## config.mk

```make
export PLATFORM = sky130hd
export DESIGN_NAME = ram64_burst_reader
export DESIGN_NICKNAME = d
export VERILOG_FILES = /design/src/rtl/ram64_burst_reader_pkg.sv /design/src/rtl/ram64_burst_reader.sv
export SDC_FILE = /design/constraint.sdc
export NUM_CORES = 1
export LEC_CHECK = 0
export BUFFER_PORTS_ARGS = -buffer_cell sky130_fd_sc_hd__buf_2
export CORE_MARGIN = 1
export CORE_UTILIZATION = 45
export CTS_CLUSTER_DIAMETER = 40
export DETAILED_ROUTE_END_ITERATION = 8
export PLACE_DENSITY = 0.68
export SLEW_MARGIN = 40
export SYNTH_ARGS = -nofsm -noshare
export SYNTH_HDL_FRONTEND = slang
export SYNTH_SLANG_ARGS = --single-unit
```

## constraint.sdc

```tcl
create_clock -name clk -period 3.3 [get_ports clk]
set_clock_uncertainty 0.15 [all_clocks]
set_input_delay 0.165 -clock clk [delete_from_list [all_inputs] [get_ports clk]]
set_output_delay 0.165 -clock clk [all_outputs]
set_load 0.02 [all_outputs]
```

## src/rtl/ram64_burst_reader_pkg.sv

```systemverilog
// Shared definitions for the 64-entry RAM burst reader: pointer geometry and FSM encoding.
package ram64_burst_reader_pkg;

   localparam int PTR_W = 7;
   localparam int DEPTH = 64;

   typedef enum logic {
      IDLE   = 1'b0,
      STREAM = 1'b1
   } rd_state_t;

endpackage

```

## src/rtl/ram64_burst_reader.sv

```systemverilog
// Read-side controller for a 64-entry distributed RAM: tracks occupancy against the writer
// pointer, drains bursts onto a valid/ready stream and flushes partial bursts after a timeout.
//
//   state  | meaning
//   IDLE   | waiting for a full burst or for the idle timeout on a partial one
//   STREAM | popping len words; the pop with burst_cnt == len-1 carries m_last
module ram64_burst_reader
   import ram64_burst_reader_pkg::*;
#(
   parameter int WIDTH = 3,
   parameter int BURST = 16,
   parameter int TMO_W = 8
) (
   input  logic             clk,
   input  logic             rst_n,
   input  logic [PTR_W-1:0] wr_ptr,
   output logic [PTR_W-1:0] rd_ptr,
   output logic [5:0]       ram_raddr,
   input  logic [WIDTH-1:0] ram_rdata,
   output logic [WIDTH-1:0] m_data,
   output logic             m_valid,
   output logic             m_last,
   input  logic             m_ready,
   input  logic [TMO_W-1:0] cfg_tmo,
   input  logic             flush,
   output logic [PTR_W-1:0] level,
   output logic             ovf_err
);

   localparam logic [PTR_W-1:0] BURST_L = PTR_W'(BURST);
   localparam logic [PTR_W-1:0] DEPTH_L = PTR_W'(DEPTH);

   rd_state_t        state, state_nxt;
   logic [TMO_W-1:0] tmo_cnt, tmo_nxt;
   logic [PTR_W-1:0] burst_cnt, bcnt_nxt;
   logic [PTR_W-1:0] len, len_nxt;
   logic             pop, last_pop;

   // Level is modular on purpose: an overrun still drains using the wrapped difference.
   assign level     = wr_ptr - rd_ptr;
   assign ram_raddr = rd_ptr[5:0];
   assign pop       = (state == STREAM) && (level != '0) && (!m_valid || m_ready);
   assign last_pop  = pop && (burst_cnt == len - PTR_W'(1));

   always_comb begin
      state_nxt = state;
      tmo_nxt   = tmo_cnt;
      bcnt_nxt  = burst_cnt;
      len_nxt   = len;
      if (flush) begin
         state_nxt = IDLE;
         tmo_nxt   = '0;
         bcnt_nxt  = '0;
         len_nxt   = '0;
      end else begin
         case (state)
            IDLE: begin
               bcnt_nxt = '0;
               if (level >= BURST_L) begin
                  state_nxt = STREAM;
                  len_nxt   = BURST_L;
                  tmo_nxt   = '0;
               end else if (level != '0) begin
                  if ((cfg_tmo != '0) && (tmo_cnt == cfg_tmo - TMO_W'(1))) begin
                     state_nxt = STREAM;
                     len_nxt   = level;
                     tmo_nxt   = '0;
                  end else begin
                     tmo_nxt = tmo_cnt + TMO_W'(1);
                  end
               end else begin
                  tmo_nxt = '0;
               end
            end
            STREAM: begin
               tmo_nxt = '0;
               if (last_pop) begin
                  state_nxt = IDLE;
                  bcnt_nxt  = '0;
               end else if (pop) begin
                  bcnt_nxt = burst_cnt + PTR_W'(1);
               end
            end
            default: state_nxt = IDLE;
         endcase
      end
   end

   always_ff @(posedge clk or negedge rst_n) begin
      if (!rst_n) begin
         state     <= IDLE;
         tmo_cnt   <= '0;
         burst_cnt <= '0;
         len       <= '0;
      end else begin
         state     <= state_nxt;
         tmo_cnt   <= tmo_nxt;
         burst_cnt <= bcnt_nxt;
         len       <= len_nxt;
      end
   end

   always_ff @(posedge clk or negedge rst_n) begin
      if (!rst_n) begin
         rd_ptr  <= '0;
         m_data  <= '0;
         m_valid <= 1'b0;
         m_last  <= 1'b0;
         ovf_err <= 1'b0;
      end else begin
         if (level > DEPTH_L)
            ovf_err <= 1'b1;
         if (flush) begin
            rd_ptr  <= wr_ptr;
            m_valid <= 1'b0;
            m_last  <= 1'b0;
         end else if (pop) begin
            m_data  <= ram_rdata;
            m_valid <= 1'b1;
            m_last  <= last_pop;
            rd_ptr  <= rd_ptr + PTR_W'(1);
         end else if (m_ready) begin
            m_valid <= 1'b0;
            m_last  <= 1'b0;
         end
      end
   end

endmodule
```

==> reports/results.txt, run 1 <==
status: finished clean
Antenna diodes: 0
fin area: 3050 um2
net switching power: 450 uW
Max Root-Sink Buffers: 2
Ys Warns: 0
Rel. slew slack: 50.2%
Pre-Repair DR Iteration Count: 4
Slew @ Worst Pin: 743 ps
crit path time final: 3210 ps
ys flop type: dfrtp_1
max-slew violation count: 0
# setup viols final: 0
Post-synth ARST share: 100%
WS Path Type: in -> reg
Top Ports: 48
Seq cells post-synth: 36
initial core utilization: 48.1%
number of flops mapped to enable cells by yosys: 0
first-pass GRT wire length: 10200 um
RSZ-0062 raised after global routing: yes
CTS Buf Count: 5
Worst Path Buf+Inv: 2
crit share post-route: 97.3%
internal cell power: 786 uW
critical path's top delay family: simple AND/OR/NAND/NOR gates
setup TNS: 0 ps
core area: 5270 um2
DIE AREA: 5940 um2
commonest non-fill, non-tap cell in the layout: buf_2
post-DP HPWL: 4370 um
crit path DAT: 3270 ps
Synth Instances: 281
Layout Nets: 377
commonest non-fill, non-tap cells in the layout: 46 x buf_2, 36 x dfrtp_1, 22 x inv_1
largest net degree at the start of global routing: 37
Vias/cell: 5.46
Seq/Total Area, Yosys: 35.5%
layout cell share with drive strength beyond 1: 21.9%
Slowest-stage cell, CP: dlygate4sd3_1
mapped cell area: 2530 um2
net count after synthesis: 315
CP max FO: 5
Pwr Total: 1.24 mW
Antenna Violating Nets Remaining: 0
width of the die: 77.1 um
Placed Cells incl. Taps: 396
final setup margin: 87.5 ps
DRC viols: 0
clk_lat worst skew: 280 ps
number of port buffers: 47
Lkg Pwr: 1.41 nW
Startpoint Class: input pin
initial antenna violation count: 0
Final Non-Filler Cells: 413
Tot GR Track Use: 21.2%
Wirelength per Cell: 14.0 um
HP Class: in -> reg
Flop pwr share: 39.6%
global route overflow: 0
pre-CTS setup slack: 122 ps
area grow syn2layout: 20.2%
Routed WL: 5790 um
Root Driver: clkbuf_8
Power Density: 406 nW/um2
peak supply drop: 0.285 mV
Data required, critical path: 3360 ps
synth unique cells: 55
maximum clock rate: 311 MHz
CP cell instances: dlygate4sd3_1, buf_2, ha_1, a21oi_2, o21bai_1, or3_1, and2_4, or4b_4, or4_4, o2bb2ai_1
clock share of power: 23.6%
Syn Area/Cell: 9.02 um2
Area after DPL: 2870 um2
Placer Congestion: 0.822
routed via count: 2253
sw frac: 36.4%
clk slew on worst S/H paths: 70 ps
die height: 77.1 um
Crit. End Element: register
endpoints failing hold: 0
crit-path max cell delay: 530 ps
maxcap violations: 0
H-tree depth: 2
CTS tree: done
clock sinks: 36
worst hold margin: 28.6 ps
vias in the first global route: 2124
Finished Core Util: 57.8%
DRT iter0 DRCs: 94
Comb pwr share: 36.8%
row count: 26
registers in the layout, summed over array words and instances, names as in the netlist:
signal	count
rd_ptr	7
ovf_err	1
m_valid	1
m_data	3
len	7
state	1
tmo_cnt	8
burst_cnt	7
m_last	1
power groups by stage:
stage | Sequential, mW | Clock [mW] | Combinational, mW
2_1_floorplan | 0.524 | 0 | 0.272
3_3_place_gp | 0.496 | 0 | 0.439
3_5_place_dp | 0.498 | 0 | 0.442
4_1_cts | 0.489 | 0.304 | 0.451
5_1_grt | 0.494 | 0.317 | 0.500
6_report | 0.489 | 0.292 | 0.455
final timing paths:
check | from | end | slack (ps) | depth (start not counted)
hold / removal | wr_ptr[1] | rd_ptr[1] | 30 | 3
setup / recovery | wr_ptr[3] | len[0] | 90 | 10
max in group asynchronous | rst_n | m_data[2] | 2440 | 2
hold reg to reg | m_data[1] | m_data[1] | 330 | 1
min in group asynchronous | rst_n | ovf_err | 230 | 2
setup reg to reg | rd_ptr[0] | len[0] | 140 | 11
layout make-up:
cell class	instances	area, um2
Inverter	25	93.8
Tap cell	70	87.6
Sequential cell	36	901
Multi-Input combinational cell	210	1490
Fill cell	492	2220
Timing Repair Buffer	65	395
Clock buffer	6	72.6
Clock inverter	1	5.00
kinds of logic (layout without fill, tap and decap cells):
kind of cell	Yosys count	after routing	share of synthesized area [%]
compound gates	59	59	16.6
xor+xnor	28	28	9.67
fa+ha+maj	12	12	6.22
buf+inv	35	97	6.12
flops	36	36	35.5
mux	7	7	2.91
simple gates	104	104	22.9
Yosys cell counts (3+ instances only):
library cell / n / share of area [%]
xnor2_1: 17 / 5.9
nor4_1: 3 / 0.74
dfrtp_1: 36 / 36
ha_1: 11 / 5.4
xor2_1: 11 / 3.8
nor2b_1: 4 / 0.99
o2bb2ai_1: 4 / 1.4
nor3b_1: 4 / 1.2
o211ai_1: 4 / 1.2
a21o_1: 3 / 0.89
o21ai_0: 4 / 0.79
a32o_1: 5 / 2.0
nand2b_1: 4 / 0.99
mux2_1: 3 / 1.3
nor3_1: 9 / 1.8
and3_1: 5 / 1.2
inv_1: 22 / 3.3
nor2_1: 21 / 3.1
o21ai_1: 11 / 2.2
and2_1: 5 / 1.2
buf_4: 6 / 1.8
or3_1: 5 / 1.2
mux2i_1: 4 / 1.6
clkbuf_1: 3 / 0.44
a21oi_1: 10 / 2.0
nand2_1: 15 / 2.2
nand3_1: 13 / 2.6
o31ai_1: 3 / 0.89
repair_timing:
| action | in CTS | in global routing |
|---|---|---|
| endpoints found under the setup margin | 0 | 14 |
| hold buffers | 9 | 0 |
| endpoints found under the hold margin | 44 | 0 |
| gates resized for setup | 0 | 2 |
| setup buffers | 0 | 1 |
worst register-to-register path, cell delays in order, from the launching register on:
cell	delay (ps)
dfrtp_1	360
ha_2	210
inv_1	60
fa_1	420
nand3_1	130
a21oi_1	110
mux2i_1	150
nor2_2	160
buf_4	170
or4b_4	480
or4_4	530
o2bb2ai_1	160
routing by layer:
metal / GRT usage, % / share of wire [%] / vias to the layer above
li1: - / - / 1122
met1: 30.2 / 49 / 1074
met2: 33.2 / 46 / 53
met3: 4.17 / 4.6 / 4
met4: 4.91 / 0.48 / 0
met5: 0 / 0 / -
No activity file was read; power rests on OpenSTA's default activity.
==> inputs of run 2 (changes only) <==
==> constraint.sdc (replaced) <==
create_clock -name clk -period 3.3 [get_ports clk]
set_clock_uncertainty 0.15 [all_clocks]
set_input_delay 0.33 -clock clk [delete_from_list [all_inputs] [get_ports clk]]
set_output_delay 0.33 -clock clk [all_outputs]
set_load 0.02 [all_outputs]
==> reports/results.txt, run 2 (same netlist as run 1, synthesis figures left out) <==
status: finished clean
Pre-Repair DR Iteration Count: 4
peak supply drop: 0.291 mV
Routed WL: 5600 um
max-slew violation count: 0
reg2reg end: len[0]
r2r setup slk: 110 ps
core area: 5270 um2
Antenna Violating Nets Remaining: 0
HP Class: in -> reg
Crit. End Element: register
Tot GR Track Use: 20.4%
CTS tree: done
Wirelength per Cell: 13.7 um
setup TNS: 0 ps
Layout Nets: 371
area grow syn2layout: 18.2%
Slew @ Worst Pin: 757 ps
Top Ports: 48
pre-CTS setup slack: 24.6 ps
commonest non-fill, non-tap cell in the layout: buf_2
maxcap violations: 0
WS Path Type: reg -> reg
Worst setup endpoint: len[0]
row count: 26
Placer Congestion: 0.767
CP max FO: 6
Data required, critical path: 3360 ps
initial antenna violation count: 0
layout cell share with drive strength beyond 1: 23.1%
post-DP HPWL: 4350 um
H-tree depth: 2
Max Root-Sink Buffers: 2
Antenna diodes: 0
worst hold margin: 103 ps
crit share post-route: 96.6%
initial core utilization: 48.1%
crit path launch: rd_ptr[1]
worst r2r path cells: 9
maximum clock rate: 314 MHz
fillers: 496
global route overflow: 0
Lkg Pwr: 1.40 nW
Largest Register: tmo_cnt
# setup viols final: 0
CTS Buf Count: 5
first-pass GRT wire length: 9800 um
max reg flops: 8
vias in the first global route: 2125
commonest non-fill, non-tap cells in the layout: 46 x buf_2, 36 x dfrtp_1, 22 x inv_1
Rel. slew slack: 49.2%
clk_lat worst skew: 290 ps
clock sinks: 36
endpoints failing hold: 0
Root Driver: clkbuf_8
DRT iter0 DRCs: 114
final setup margin: 113 ps
RSZ-0062 raised after global routing: no
RR Startpoint: rd_ptr[1]
DRC viols: 0
clk slew on worst S/H paths: 70 ps
routed via count: 2190
die height: 77.1 um
DIE AREA: 5940 um2
Power Density: 422 nW/um2
crit path time final: 3190 ps
crit path DAT: 3250 ps
width of the die: 77.1 um
Vias/cell: 5.37
number of port buffers: 47
largest net degree at the start of global routing: 37
Startpoint Class: register
==> run 2: changes by cell type in the layout (fill, tap and decap cells not counted), sizes merged <==
| cell | delta |
|---|---|
| dlygate4sd3 | -8 |
| buf | +2 |
| clkinv | +1 |
==> run 2: worst max-delay path, cell delays in order, from the launching register on <==
cell       delay, ps
dfrtp_1          440
inv_1            100
ha_1             290
nor2b_1          140
o2111a_1         250
or3_1            350
and2_4           190
or4b_4           500
or4_4            530
o2bb2ai_1        170
==> run 2: cell type report <==
class / count / area (um2) / area share [%]
Tap cell: 70 / 87.6 / 2.92
Clock buffer: 6 / 82.6 / 2.76
Clock inverter: 2 / 10.0 / 0.334
Inverter: 25 / 93.8 / 3.13
Timing Repair Buffer: 59 / 330 / 11.0
Multi-Input combinational cell: 210 / 1490 / 49.8
Sequential cell: 36 / 901 / 30.1
==> run 2: per-layer routing <==
| layer | part of all wire, % | track usage, % | up-vias |
|---|---|---|---|
| met4 | 0.43 | 2.26 | 0 |
| met5 | 0 | 0 | - |
| met3 | 3.9 | 4.88 | 3 |
| met1 | 50 | 28.9 | 1036 |
| met2 | 45 | 32.6 | 45 |
| li1 | - | - | 1106 |
==> run 2: per-stage QoR <==
stage,area (um2),utilization (%),power [mW],std cells
finish,3000,56.9,1.26,408
global route,3000,56.9,1.34,408
CTS,2980,56.6,1.27,407
detailed placement,2880,54.7,0.940,398
global placement,2880,54.6,0.936,398
floorplan,2540,-,0.795,281
==> run 2: report_power, final <==
group,internal (mW),switching [mW]
sequential,0.466,0.0226
combinational,0.173,0.273
clock,0.167,0.162
==> run 2: worst min path at each step <==
stage / cells past startpoint / to / from / slack, ps
floorplan: 0 / burst_cnt[0] / rst_n / -120
global placement: 1 / m_data[0] / m_data[0] / 320
detailed placement: 1 / len[3] / rst_n / 170
CTS: 2 / m_data[0] / ram_rdata[0] / 100
global route: 2 / m_data[1] / ram_rdata[1] / 100
finish: 2 / m_data[0] / ram_rdata[0] / 100
==> run 2: timing repair <==
action	CTS	global route
setup endpoints to repair	0	8
buffers inserted	0	1
gates resized for setup	0	1
endpoints found under the hold margin	36	0
hold buffers	1	0
